$ cat src/rtl/prv32_alu_arbiter.sv
// Two-requester arbiter in front of the shared prv32 ALU: an operand stage drives the ALU, a response stage captures its result.
// Build option PRV32_ALU_ARB_RR_EN: round-robin between requesters; left undefined, requester 0 has fixed priority.
module prv32_alu_arbiter #(
    parameter int XLEN = 32
) (
    input  logic            clk,
    input  logic            rst,
    input  logic            req0_valid,
    output logic            req0_ready,
    input  logic [XLEN-1:0] req0_a,
    input  logic [XLEN-1:0] req0_b,
    input  logic [4:0]      req0_shamt,
    input  logic [3:0]      req0_alufn,
    input  logic            req1_valid,
    output logic            req1_ready,
    input  logic [XLEN-1:0] req1_a,
    input  logic [XLEN-1:0] req1_b,
    input  logic [4:0]      req1_shamt,
    input  logic [3:0]      req1_alufn,
    output logic [XLEN-1:0] alu_a,
    output logic [XLEN-1:0] alu_b,
    output logic [4:0]      alu_shamt,
    output logic [3:0]      alu_alufn,
    input  logic [XLEN-1:0] alu_r,
    input  logic            alu_cf,
    input  logic            alu_zf,
    input  logic            alu_vf,
    input  logic            alu_sf,
    output logic            rsp_valid,
    input  logic            rsp_ready,
    output logic            rsp_id,
    output logic [XLEN-1:0] rsp_r,
    output logic [3:0]      rsp_flags
);

    logic            vld_p0;
    logic            id_p0;
    logic            advance;
    logic            take;
    logic            grant;
    logic            accept;
    logic [XLEN-1:0] sel_a;
    logic [XLEN-1:0] sel_b;
    logic [4:0]      sel_shamt;
    logic [3:0]      sel_alufn;

`ifdef PRV32_ALU_ARB_RR_EN
    logic prio;

    // On contention prio names the winner; a lone requester always wins.
    always_comb begin
        grant = 1'b0;
        if (req0_valid && req1_valid)
            grant = prio;
        else if (req1_valid)
            grant = 1'b1;
    end
`else
    always_comb begin
        grant = 1'b0;
        if (!req0_valid && req1_valid)
            grant = 1'b1;
    end
`endif

    // Readiness looks through both stages to rsp_ready, so a drained pipe accepts every cycle.
    always_comb begin
        advance    = !rsp_valid || rsp_ready;
        take       = !vld_p0 || advance;
        req0_ready = !rst && take && !grant;
        req1_ready = !rst && take && grant;
        accept     = (req0_valid && req0_ready) || (req1_valid && req1_ready);
    end

    always_comb begin
        sel_a     = req0_a;
        sel_b     = req0_b;
        sel_shamt = req0_shamt;
        sel_alufn = req0_alufn;
        if (grant) begin
            sel_a     = req1_a;
            sel_b     = req1_b;
            sel_shamt = req1_shamt;
            sel_alufn = req1_alufn;
        end
    end

    // ---- operand stage (p0): registered ALU inputs ----
    always_ff @(posedge clk) begin
        if (rst) begin
            vld_p0    <= 1'b0;
            id_p0     <= 1'b0;
            alu_a     <= '0;
            alu_b     <= '0;
            alu_shamt <= '0;
            alu_alufn <= '0;
        end else if (take) begin
            vld_p0 <= accept;
            if (accept) begin
                id_p0     <= grant;
                alu_a     <= sel_a;
                alu_b     <= sel_b;
                alu_shamt <= sel_shamt;
                alu_alufn <= sel_alufn;
            end
        end
    end

`ifdef PRV32_ALU_ARB_RR_EN
    always_ff @(posedge clk) begin
        if (rst)
            prio <= 1'b0;
        else if (accept)
            prio <= !grant;
    end
`endif

    // ---- response stage (p1): captured ALU result and flags ----
    always_ff @(posedge clk) begin
        if (rst) begin
            rsp_valid <= 1'b0;
            rsp_id    <= 1'b0;
            rsp_r     <= '0;
            rsp_flags <= '0;
        end else if (advance) begin
            rsp_valid <= vld_p0;
            if (vld_p0) begin
                rsp_id    <= id_p0;
                rsp_r     <= alu_r;
                rsp_flags <= {alu_cf, alu_zf, alu_vf, alu_sf};
            end
        end
    end

endmodule
$ cat config.mk
export PLATFORM = sky130hd
export DESIGN_NAME = prv32_alu_arbiter
export DESIGN_NICKNAME = d
export VERILOG_FILES = /design/src/rtl/prv32_alu_arbiter.sv
export SDC_FILE = /design/constraint.sdc
export NUM_CORES = 1
export LEC_CHECK = 0
export ABC_AREA = 0
export CAP_MARGIN = 20
export CORE_ASPECT_RATIO = 0.6
export CORE_MARGIN = 2
export CORE_UTILIZATION = 25
export CTS_CLUSTER_SIZE = 20
export DETAILED_ROUTE_END_ITERATION = 7
export HOLD_SLACK_MARGIN = 0.12
export SYNTH_ARGS = -nofsm -noshare
export SYNTH_HDL_FRONTEND = slang
export SYNTH_SLANG_ARGS = --single-unit
$ cat constraint.sdc
create_clock -name clk -period 3.4 [get_ports clk]
set_clock_uncertainty 0.2 [all_clocks]
set_input_delay 0.34 -clock clk [delete_from_list [all_inputs] [get_ports clk]]
set_output_delay 0.34 -clock clk [all_outputs]
set_load 0.01 [all_outputs]
==> results by group, run 1 <==
Place
  • Routability cong.: 0.737
  • IO Port Bufs: 299
  • Post-DP HPWL: 12800 um

Timing
  • Fin Setup TNS: 0 ns
  • Endpoints failing hold: 0
  • Final setup fails: 0
  • Hold_ws: 0.159 ns
  • Worst-Margin Slew: 0.838 ns
  • Rel. slew slack: 44.1%
  • Maximum clock frequency: 0.369 GHz
  • Minimum clock period: 2.71 ns
  • Fin crit share: 79.8%
  • Pins Over Slew Limit: 0
  • RSZ-0062 raised after global routing: no

Drt
  • ANT nets after route: 0
  • Routed WL: 19700 um
  • Via-per-instance ratio: 4.82
  • Post-route DRC: 0
  • Via count: 5505
  • Avg WL per Cell: 17.2 um
  • DR iter-0 viols: 272
  • Initial DRT Pass Iterations: 4

Final layout
  • Ant diodes: 0
  • Layout filler cell count: 1855
  • Multi-input logic area: 0.00223 mm2
  • Area Growth Syn to Fin: 76.2%
  • Layout cells sized above 1: 5.71%
  • Storage cell area: 0.00226 mm2
  • Layout Nets: 1049

CTS
  • Clk pin slew, worst setup/hold paths: 0.05 ns
  • Post-CTS setup buffers: 0
  • Max Root-Sink Buffers: 2
  • Sinks on Clock Net: 113
  • H-tree depth: 4
  • Clock insertion delay at the later pin of the skew report: 0.42 ns
  • # hold bufs at CTS: 0
  • CTS resizes: 0
  • Root Buffer: clkbuf_16
  • Cts bufs inserted: 17
  • CTS tree: yes

Setup path
  • R2R Path Start: vld_p0
  • CP max-delay cell: dfxtp_1
  • R2R depth: 4
  • WP data arrival: 2.17 ns
  • WP data required: 2.86 ns
  • Critical path buffer and inverter count: 2
  • Type of origin of the critical path: register
  • Cell Chain, Critical Path: inv_1 > nor2_1 > nor3_1 > clkdlybuf4s50_1
  • Critical Path Fanout Max: 19
  • Reg2Reg Setup Slack: 1.08 ns
  • Top delay family on crit path: flip-flops
  • Worst r2r dst: alu_a[26]
  • Critical path start-end classification: register to output pin
  • CP max stage delay: 0.80 ns
  • CP Capture Type: output pin

Min path
  • Worst min path class: input port to register
  • Hold_sp: rst
  • Worst hold stages: 2
  • Hold endpoint: rsp_r[26]

Synth
  • Post-synthesis register bit count: 113
  • Syn nets: 787
  • Async set-reset flop share out of synthesis: 0%
  • Post-synthesis sequential area ratio: 46.4%
  • Synth cell count leaders: nand2_1, a21oi_1, dfxtp_1
  • Syn. warnings: 0
  • Synthesized area per cell: 8.12 um2
  • Number of synthesized flops with an enable pin: 0
  • Top FF cell, synth: dfxtp_1
  • Largest area contributor in the netlist: dfxtp_1
  • Synth Instances: 600
  • Share of the synthesized area in the top cell type: 46.4%
  • Area contributors post-synth: dfxtp_1, a311oi_1, a21oi_1
  • Synth unique cells: 22
  • Syn Std Cell Area: 0.00487 mm2
  • Count leader, synth: nand2_1

Global route
  • Vias in the first global route: 5361
  • Largest net degree at the start of global routing: 74
  • Global-route wire length before repair: 29700 um
  • Total track usage: 18.7%
  • GRT Residual Overflow: 0
  • Initial antenna violation count: 0

Pwr
  • Power per Cell Area: 492 mW/mm2
  • Leakage Power: 3.17 nW
  • Worst IR Drop VDD: 0.302 mV

Die
  • Chip height: 112 um
  • FP Rows: 39
  • Initial Util: 25.5%
  • Die area: 0.0207 mm2
  • Core Region: 0.0191 mm2
  • IO Pins: 300
  • Chip Width: 184 um

Outcome
  • Outcome: completed

Flow run
  • MaxCap Viol Count: 0
-- layout make-up --
| type | instances | share of cell area [%] |
|---|---|---|
| clock buffer | 22 | 5.64 |
| clock inverter | 10 | 1.81 |
| inverter | 1 | 0.0437 |
| multi-input combinational | 418 | 26.0 |
| sequential | 113 | 26.4 |
| tap | 266 | 3.88 |
| timing repair buffer | 311 | 36.3 |
-- metal layers --
metal | global-route usage [%] | routed length (um) | up-vias
met1 | 23.7 | 8880 | 2560
met3 | 8.08 | 2150 | 22
met5 | 0 | 0 | -
met2 | 28.0 | 8340 | 227
li1 | - | - | 2696
met4 | 7.04 | 276 | 0
-- worst max-delay path by stage --
stage                       to  cells after the start  slack (ns)        from
floorplan           req0_ready                      5        1.80      vld_p0
global placement     alu_b[16]                      5        0.96  req1_valid
detailed placement   alu_b[10]                      5        0.87  req1_valid
CTS                 req1_ready                      4        0.65      vld_p0
global route        req1_ready                      4        0.50      vld_p0
finish              req1_ready                      4        0.69      vld_p0
-- sequential cells by signal (all words and copies together) (netlist names) --
register,cells
id_p0,1
rsp_r,32
alu_alufn,4
alu_a,32
rsp_flags,4
alu_b,32
rsp_valid,1
vld_p0,1
alu_shamt,5
rsp_id,1
-- cells in the final DEF (no fill, tap or decap), types with 2 or more instances in the layout --
cell / synthesis / layout
o21ai_1: 5 / 5
bufinv_16: 0 / 4
dfxtp_1: 113 / 113
a311oi_1: 73 / 73
o21ai_0: 32 / 32
clkdlybuf4s50_1: 0 / 298
nor3_1: 2 / 2
nand2_1: 146 / 146
buf_4: 14 / 10
clkbuf_16: 0 / 17
clkinv_2: 0 / 4
nor2_1: 2 / 2
a21oi_1: 113 / 113
buf_12: 0 / 3
clkinvlp_4: 0 / 2
nand3_1: 37 / 37
clkbuf_8: 0 / 4
-- cells by family after synthesis --
group / count (synthesis) / synth area share (%)
AO/OA/AOI/OAI: 225 / 28.9
buffers and inverters: 69 / 8.22
flip-flops: 113 / 46.4
AND/OR/NAND/NOR: 193 / 16.5
-- power breakdown --
part	switching, mW	internal [mW]
clock	0.648	1.30
combinational	0.333	0.459
sequential	0.0575	1.43
total	1.04	3.19
-- through the flow --
| step | total power [mW] | worst slack [ns] | std cells | utilization (%) | area [um2] |
|---|---|---|---|---|---|
| 2_1_floorplan | 1.82 | 1.80 | 600 | - | 4870 |
| 3_3_place_gp | 2.31 | 0.958 | 1109 | 41.6 | 7950 |
| 3_5_place_dp | 2.31 | 0.868 | 1109 | 41.6 | 7950 |
| 4_1_cts | 4.29 | 0.651 | 1141 | 45.0 | 8580 |
| 5_1_grt | 4.40 | 0.496 | 1141 | 45.0 | 8580 |
| 6_report | 4.23 | 0.688 | 1141 | 45.0 | 8580 |
Power figures use the tool's default switching activity.
==> run 2: changes to the inputs <==
==> constraint.sdc (replaced) <==
create_clock -name clk -period 2.59 [get_ports clk]
set_clock_uncertainty 0.2 [all_clocks]
set_input_delay 0.259 -clock clk [delete_from_list [all_inputs] [get_ports clk]]
set_output_delay 0.259 -clock clk [all_outputs]
set_load 0.01 [all_outputs]
==> run 2 against run 1 <==
Compared with the run above: sequential cell count stayed put; combinational power increased by 34%; largest power group unchanged; setup slack worse by 0.35 ns; critical endpoint is now req0_ready.
==> results by group, run 2 (synthesized netlist as in run 1, its figures left out) <==
CTS
  • Clock insertion delay at the later pin of the skew report: 0.40 ns
  • CTS tree: yes
  • Max Root-Sink Buffers: 2
  • Post-CTS setup buffers: 0
  • Clk pin slew, worst setup/hold paths: 0.06 ns
  • CTS resizes: 0
  • Root Buffer: clkbuf_16
  • # hold bufs at CTS: 0
  • Sinks on Clock Net: 113
  • Cts bufs inserted: 17
  • H-tree depth: 4

Drt
  • Post-route DRC: 0
  • Via-per-instance ratio: 4.86
  • Avg WL per Cell: 17.2 um
  • Initial DRT Pass Iterations: 4
  • Via count: 5549
  • DR iter-0 viols: 312
  • ANT nets after route: 0
  • Routed WL: 19600 um

Setup path
  • Type of origin of the critical path: input port
  • CP Capture Type: output pin
  • Cell mode on critical path: clkdlybuf4s50_1
  • CP max stage delay: 0.56 ns
  • WP data required: 2.13 ns
  • WP data arrival: 1.80 ns
  • Cell Chain, Critical Path: clkdlybuf4s50_1 > and2b_2 > nor3_1 > clkdlybuf4s50_1
  • Reg2Reg Setup Slack: 0.74 ns
  • CP max-delay cell: clkdlybuf4s50_1
  • Critical Path Fanout Max: 5
  • Critical path start-end classification: input port to output pin

Timing
  • Minimum clock period: 2.25 ns
  • Endpoints failing hold: 0
  • Hold_ws: 0.213 ns
  • Fin crit share: 87.1%
  • Maximum clock frequency: 0.444 GHz
  • Pins Over Slew Limit: 0
  • Final setup fails: 0
  • PnR worst setup slack: 0.335 ns
  • RSZ-0062 raised after global routing: no
  • Worst-Margin Slew: 0.562 ns
  • Fin Setup TNS: 0 ns
  • Rel. slew slack: 62.5%

Place
  • Post-DP HPWL: 12600 um
  • IO Port Bufs: 299
  • Placed Instances: 1110
  • Dpl ws: 0.343 ns
  • DP Area: 0.00800 mm2
  • Routability cong.: 0.733

Outcome
  • Outcome: completed

Die
  • Initial Util: 25.5%
  • Chip height: 112 um
  • Die area: 0.0207 mm2
  • FP Rows: 39
  • Chip Width: 184 um
  • Core Region: 0.0191 mm2
  • IO Pins: 300

Global route
  • Global-route wire length before repair: 30200 um
  • Vias in the first global route: 5483
  • Total track usage: 18.5%
  • Largest net degree at the start of global routing: 114
  • Initial antenna violation count: 0
  • GRT Residual Overflow: 0

Pwr
  • Switching pwr: 1.37 mW
  • Switching part of the total: 25.3%
  • Sequential Power Share: 35.8%
  • Clock share of power: 44.8%
  • Internal power: 4.06 mW
  • Logic gate share of total power: 19.4%
  • Power per Cell Area: 631 mW/mm2
  • Total Power: 5.44 mW
  • Worst IR Drop VDD: 0.390 mV
  • Leakage Power: 3.18 nW

Final layout
  • Non-Filler Cell Area, Final: 0.00862 mm2
  • Most common cell after layout, fill and taps aside: clkdlybuf4s50_1
  • Area Growth Syn to Fin: 76.9%
  • Post-layout util: 45.2%
  • Layout Nets: 1050
  • Ant diodes: 0
  • Layout filler cell count: 1880
  • Most frequent cells in the layout: clkdlybuf4s50_1, nand2_1, a21oi_1, dfxtp_1, a311oi_1
  • Layout cells sized above 1: 5.71%
  • Finished Layout Cells: 1142
  • Largest regs: alu_a (32), alu_b (32), rsp_r (32)

Min path
  • Worst min path class: input port to register

Flow run
  • MaxCap Viol Count: 0
==> run 2: cell count changes in the layout (fill, tap and decap cells not counted), moves of 2 or more <==
cell / delta
buf_4: -3
buf_12: +4
clkinv_2: -3
clkbuf_8: -2
clkinv_4: +5
==> run 2: layer usage <==
metal | global-route usage, % | part of all wire [%] | routed length, um
met2 | 29.3 | 44 | 8610
met4 | 5.71 | 1.0 | 206
met1 | 22.9 | 44 | 8610
met3 | 7.69 | 11 | 2190
met5 | 0 | 0 | 0
==> run 2: worst paths after layout <==
path,depth (start not counted),end,startpoint
worst min register to register,2,rsp_r[20],rsp_r[20]
worst max register to register,5,alu_b[0],vld_p0
worst min-delay path,3,rsp_r[31],alu_r[31]
worst max-delay path,4,req0_ready,req0_valid
==> run 2: area by class of cell <==
cell class	instances	area [um2]	area share, %
tap	266	333	3.86
clock inverter	11	155	1.80
inverter	1	3.75	0.0436
clock buffer	21	460	5.34
sequential	113	2260	26.2
multi-input combinational	418	2230	25.9
timing repair buffer	312	3180	36.8
==> run 2: worst max-delay path, delay by kind of cell <==
family                 cells  cell delay [ns]
AND/OR/NAND/NOR            2             0.44
buffers and inverters      2             1.09
==> run 2: power by group through the flow <==
stage | clock network [mW] | registers, mW | logic (mW)
4_1_cts | 2.51 | 1.95 | 1.07
6_report | 2.43 | 1.95 | 1.06
5_1_grt | 2.58 | 1.96 | 1.14
3_5_place_dp | 0 | 1.98 | 1.06
2_1_floorplan | 0 | 2.04 | 0.347
3_3_place_gp | 0 | 1.98 | 1.06
==> run 3: changes to the inputs <==
--- a/config.mk
+++ b/config.mk
@@ -12,6 +12,7 @@
 export CORE_UTILIZATION = 25
 export CTS_CLUSTER_SIZE = 20
 export DETAILED_ROUTE_END_ITERATION = 7
+export GPL_TIMING_DRIVEN = 0
 export HOLD_SLACK_MARGIN = 0.12
 export SYNTH_ARGS = -nofsm -noshare
 export SYNTH_HDL_FRONTEND = slang
==> run 3 against run 2 <==
Compared with the run above: count of clock-buffer cells in the layout decreased by 1; critical endpoint unchanged; sequential power about the same; die area unchanged.
==> results by group, run 3 (synthesized netlist as in run 1, its figures left out) <==
Outcome
  • Outcome: completed

Setup path
  • Top delay family on crit path: buffers and inverters
  • Cell Chain, Critical Path: clkdlybuf4s50_1 > and2b_1 > clkbuf_1 > nor3_2 > clkdlybuf4s50_1
  • WP data arrival: 2.05 ns
  • CP max-delay cell: clkdlybuf4s50_1
  • R2R Path Start: rsp_valid
  • Critical Path Fanout Max: 10
  • Type of origin of the critical path: input port
  • CP Capture Type: output pin
  • Critical path start-end classification: input port to output pin
  • Worst r2r dst: alu_alufn[1]
  • CP max stage delay: 0.57 ns
  • WP data required: 2.13 ns
  • Cell mode on critical path: clkdlybuf4s50_1
  • R2R depth: 4
  • Critical path buffer and inverter count: 3
  • Reg2Reg Setup Slack: 0.72 ns

Pwr
  • Power per Cell Area: 630 mW/mm2
  • Leakage Power: 3.28 nW
  • Switching part of the total: 25.3%
  • Internal power: 4.15 mW
  • Sequential Power Share: 35.1%
  • Worst IR Drop VDD: 0.401 mV
  • Clock share of power: 45.3%
  • Switching pwr: 1.41 mW
  • Logic gate share of total power: 19.6%

Place
  • Post-DP HPWL: 15500 um
  • Placed Instances: 1164
  • DP Area: 0.00819 mm2
  • IO Port Bufs: 298
  • Routability cong.: 0.792

Timing
  • Pins Over Slew Limit: 0
  • Worst-Margin Slew: 0.899 ns
  • Final setup fails: 0
  • Rel. slew slack: 40.1%
  • Endpoints failing hold: 0
  • Maximum clock frequency: 0.398 GHz
  • Fin crit share: 96.9%
  • Minimum clock period: 2.51 ns
  • RSZ-0062 raised after global routing: yes

Min path
  • Hold endpoint: alu_a[16]
  • Worst min path class: input port to register
  • Hold_sp: req0_a[16]
  • Worst hold stages: 3

Die
  • Chip height: 112 um
  • Chip Width: 184 um
  • Die area: 0.0207 mm2
  • Core Region: 0.0191 mm2
  • Initial Util: 25.5%
  • FP Rows: 39
  • IO Pins: 300

CTS
  • # hold bufs at CTS: 0
  • Max Root-Sink Buffers: 2
  • Clk pin slew, worst setup/hold paths: 0.06 ns
  • Cts bufs inserted: 17
  • Sinks on Clock Net: 113
  • CTS tree: yes
  • Clock insertion delay at the later pin of the skew report: 0.40 ns
  • Root Buffer: clkbuf_16
  • H-tree depth: 4

Drt
  • Initial DRT Pass Iterations: 4
  • Avg WL per Cell: 17.3 um
  • Post-route DRC: 0
  • ANT nets after route: 0
  • DR iter-0 viols: 257
  • Via-per-instance ratio: 4.76
  • Routed WL: 20700 um
  • Via count: 5689

Flow run
  • MaxCap Viol Count: 0

Final layout
  • Layout cells sized above 1: 8.50%
  • Most common cell after layout, fill and taps aside: clkdlybuf4s50_1
  • Largest regs: alu_a (32), alu_b (32), rsp_r (32)
  • Area Growth Syn to Fin: 81.1%
  • Layout filler cell count: 1929
  • Most frequent cells in the layout: clkdlybuf4s50_1, nand2_1, a21oi_1, dfxtp_1, a311oi_1
  • Post-layout util: 46.2%
  • Ant diodes: 0
  • Storage cell area: 0.00226 mm2
  • Non-Filler Cell Area, Final: 0.00882 mm2
  • Multi-input logic area: 0.00221 mm2
  • Finished Layout Cells: 1195
  • Layout Nets: 1103

Global route
  • Largest net degree at the start of global routing: 20
  • GRT Residual Overflow: 0
  • Total track usage: 19.8%
  • Initial antenna violation count: 0
  • Vias in the first global route: 5645
  • Global-route wire length before repair: 31700 um
run 3: cell types whose count changed in the layout (fill, tap and decap cells not counted), sizes merged:
cell and change:
bufinv +1, clkinvlp +3, buf +29, inv +1, clkbuf +23, clkinv -4
run 3: worst reg2reg max path: cells and delay by family (launching register included):
family / cells / cell delay [ns]
buffers and inverters: 1 / 0.26
flip-flops: 1 / 0.34
AND/OR/NAND/NOR: 1 / 0.15
AO/OA/AOI/OAI: 2 / 0.78
run 3: cell type report:
type,count,share of cell area [%]
plain buffers,67,4.50
inverters,1,0.0426
repair buffers,298,33.8
well taps,266,3.77
flip-flops and latches,113,25.6
multi-input cells,418,25.1
clock inverters,12,2.06
clock buffers,20,5.06
run 3: worst max path at each step:
| stage | cells after the start | end | slack [ns] | startpoint |
|---|---|---|---|---|
| global placement | 5 | req0_ready | 0.04 | req0_valid |
| finish | 5 | req0_ready | 0.08 | req0_valid |
| global route | 5 | req0_ready | -0.05 | req0_valid |
| detailed placement | 5 | req0_ready | 0.04 | req0_valid |
| floorplan | 5 | req0_ready | 1.07 | vld_p0 |
| CTS | 5 | req0_ready | 0.007 | vld_p0 |
run 3: metrics by stage:
step	TNS [ns]	worst slack, ns	hold slack (ns)	power (mW)
finish	0	0.0805	0.225	5.56
CTS	0	0.00720	0.202	5.62
floorplan	0	1.07	0.156	2.39
global placement	0	0.0391	0.261	3.08
global route	-0.0456	-0.0456	0.208	5.80
detailed placement	0	0.0419	0.259	3.08
run 3: per-layer routing:
metal	part of all wire (%)	wire length [um]	vias to the layer above	track usage, %
li1	-	-	2802	-
met1	47	9700	2656	26.4
met2	43	8840	213	29.6
met3	9.4	1940	18	7.59
met4	1.2	249	0	5.49
met5	0	0	-	0
run 3: power groups by stage:
| stage | clock network [mW] | logic (mW) | registers, mW |
|---|---|---|---|
| final | 2.52 | 1.09 | 1.95 |
| after global routing | 2.66 | 1.18 | 1.96 |
| after floorplan | 0 | 0.347 | 2.04 |
| after CTS | 2.57 | 1.10 | 1.95 |
| after global placement | 0 | 1.10 | 1.98 |
| after detailed placement | 0 | 1.09 | 1.98 |
run 3: timing repair:
action | 4_1_cts | 5_1_grt
setup endpoints to repair | 2 | 2
resized for setup | 0 | 3
buffers inserted | 0 | 0
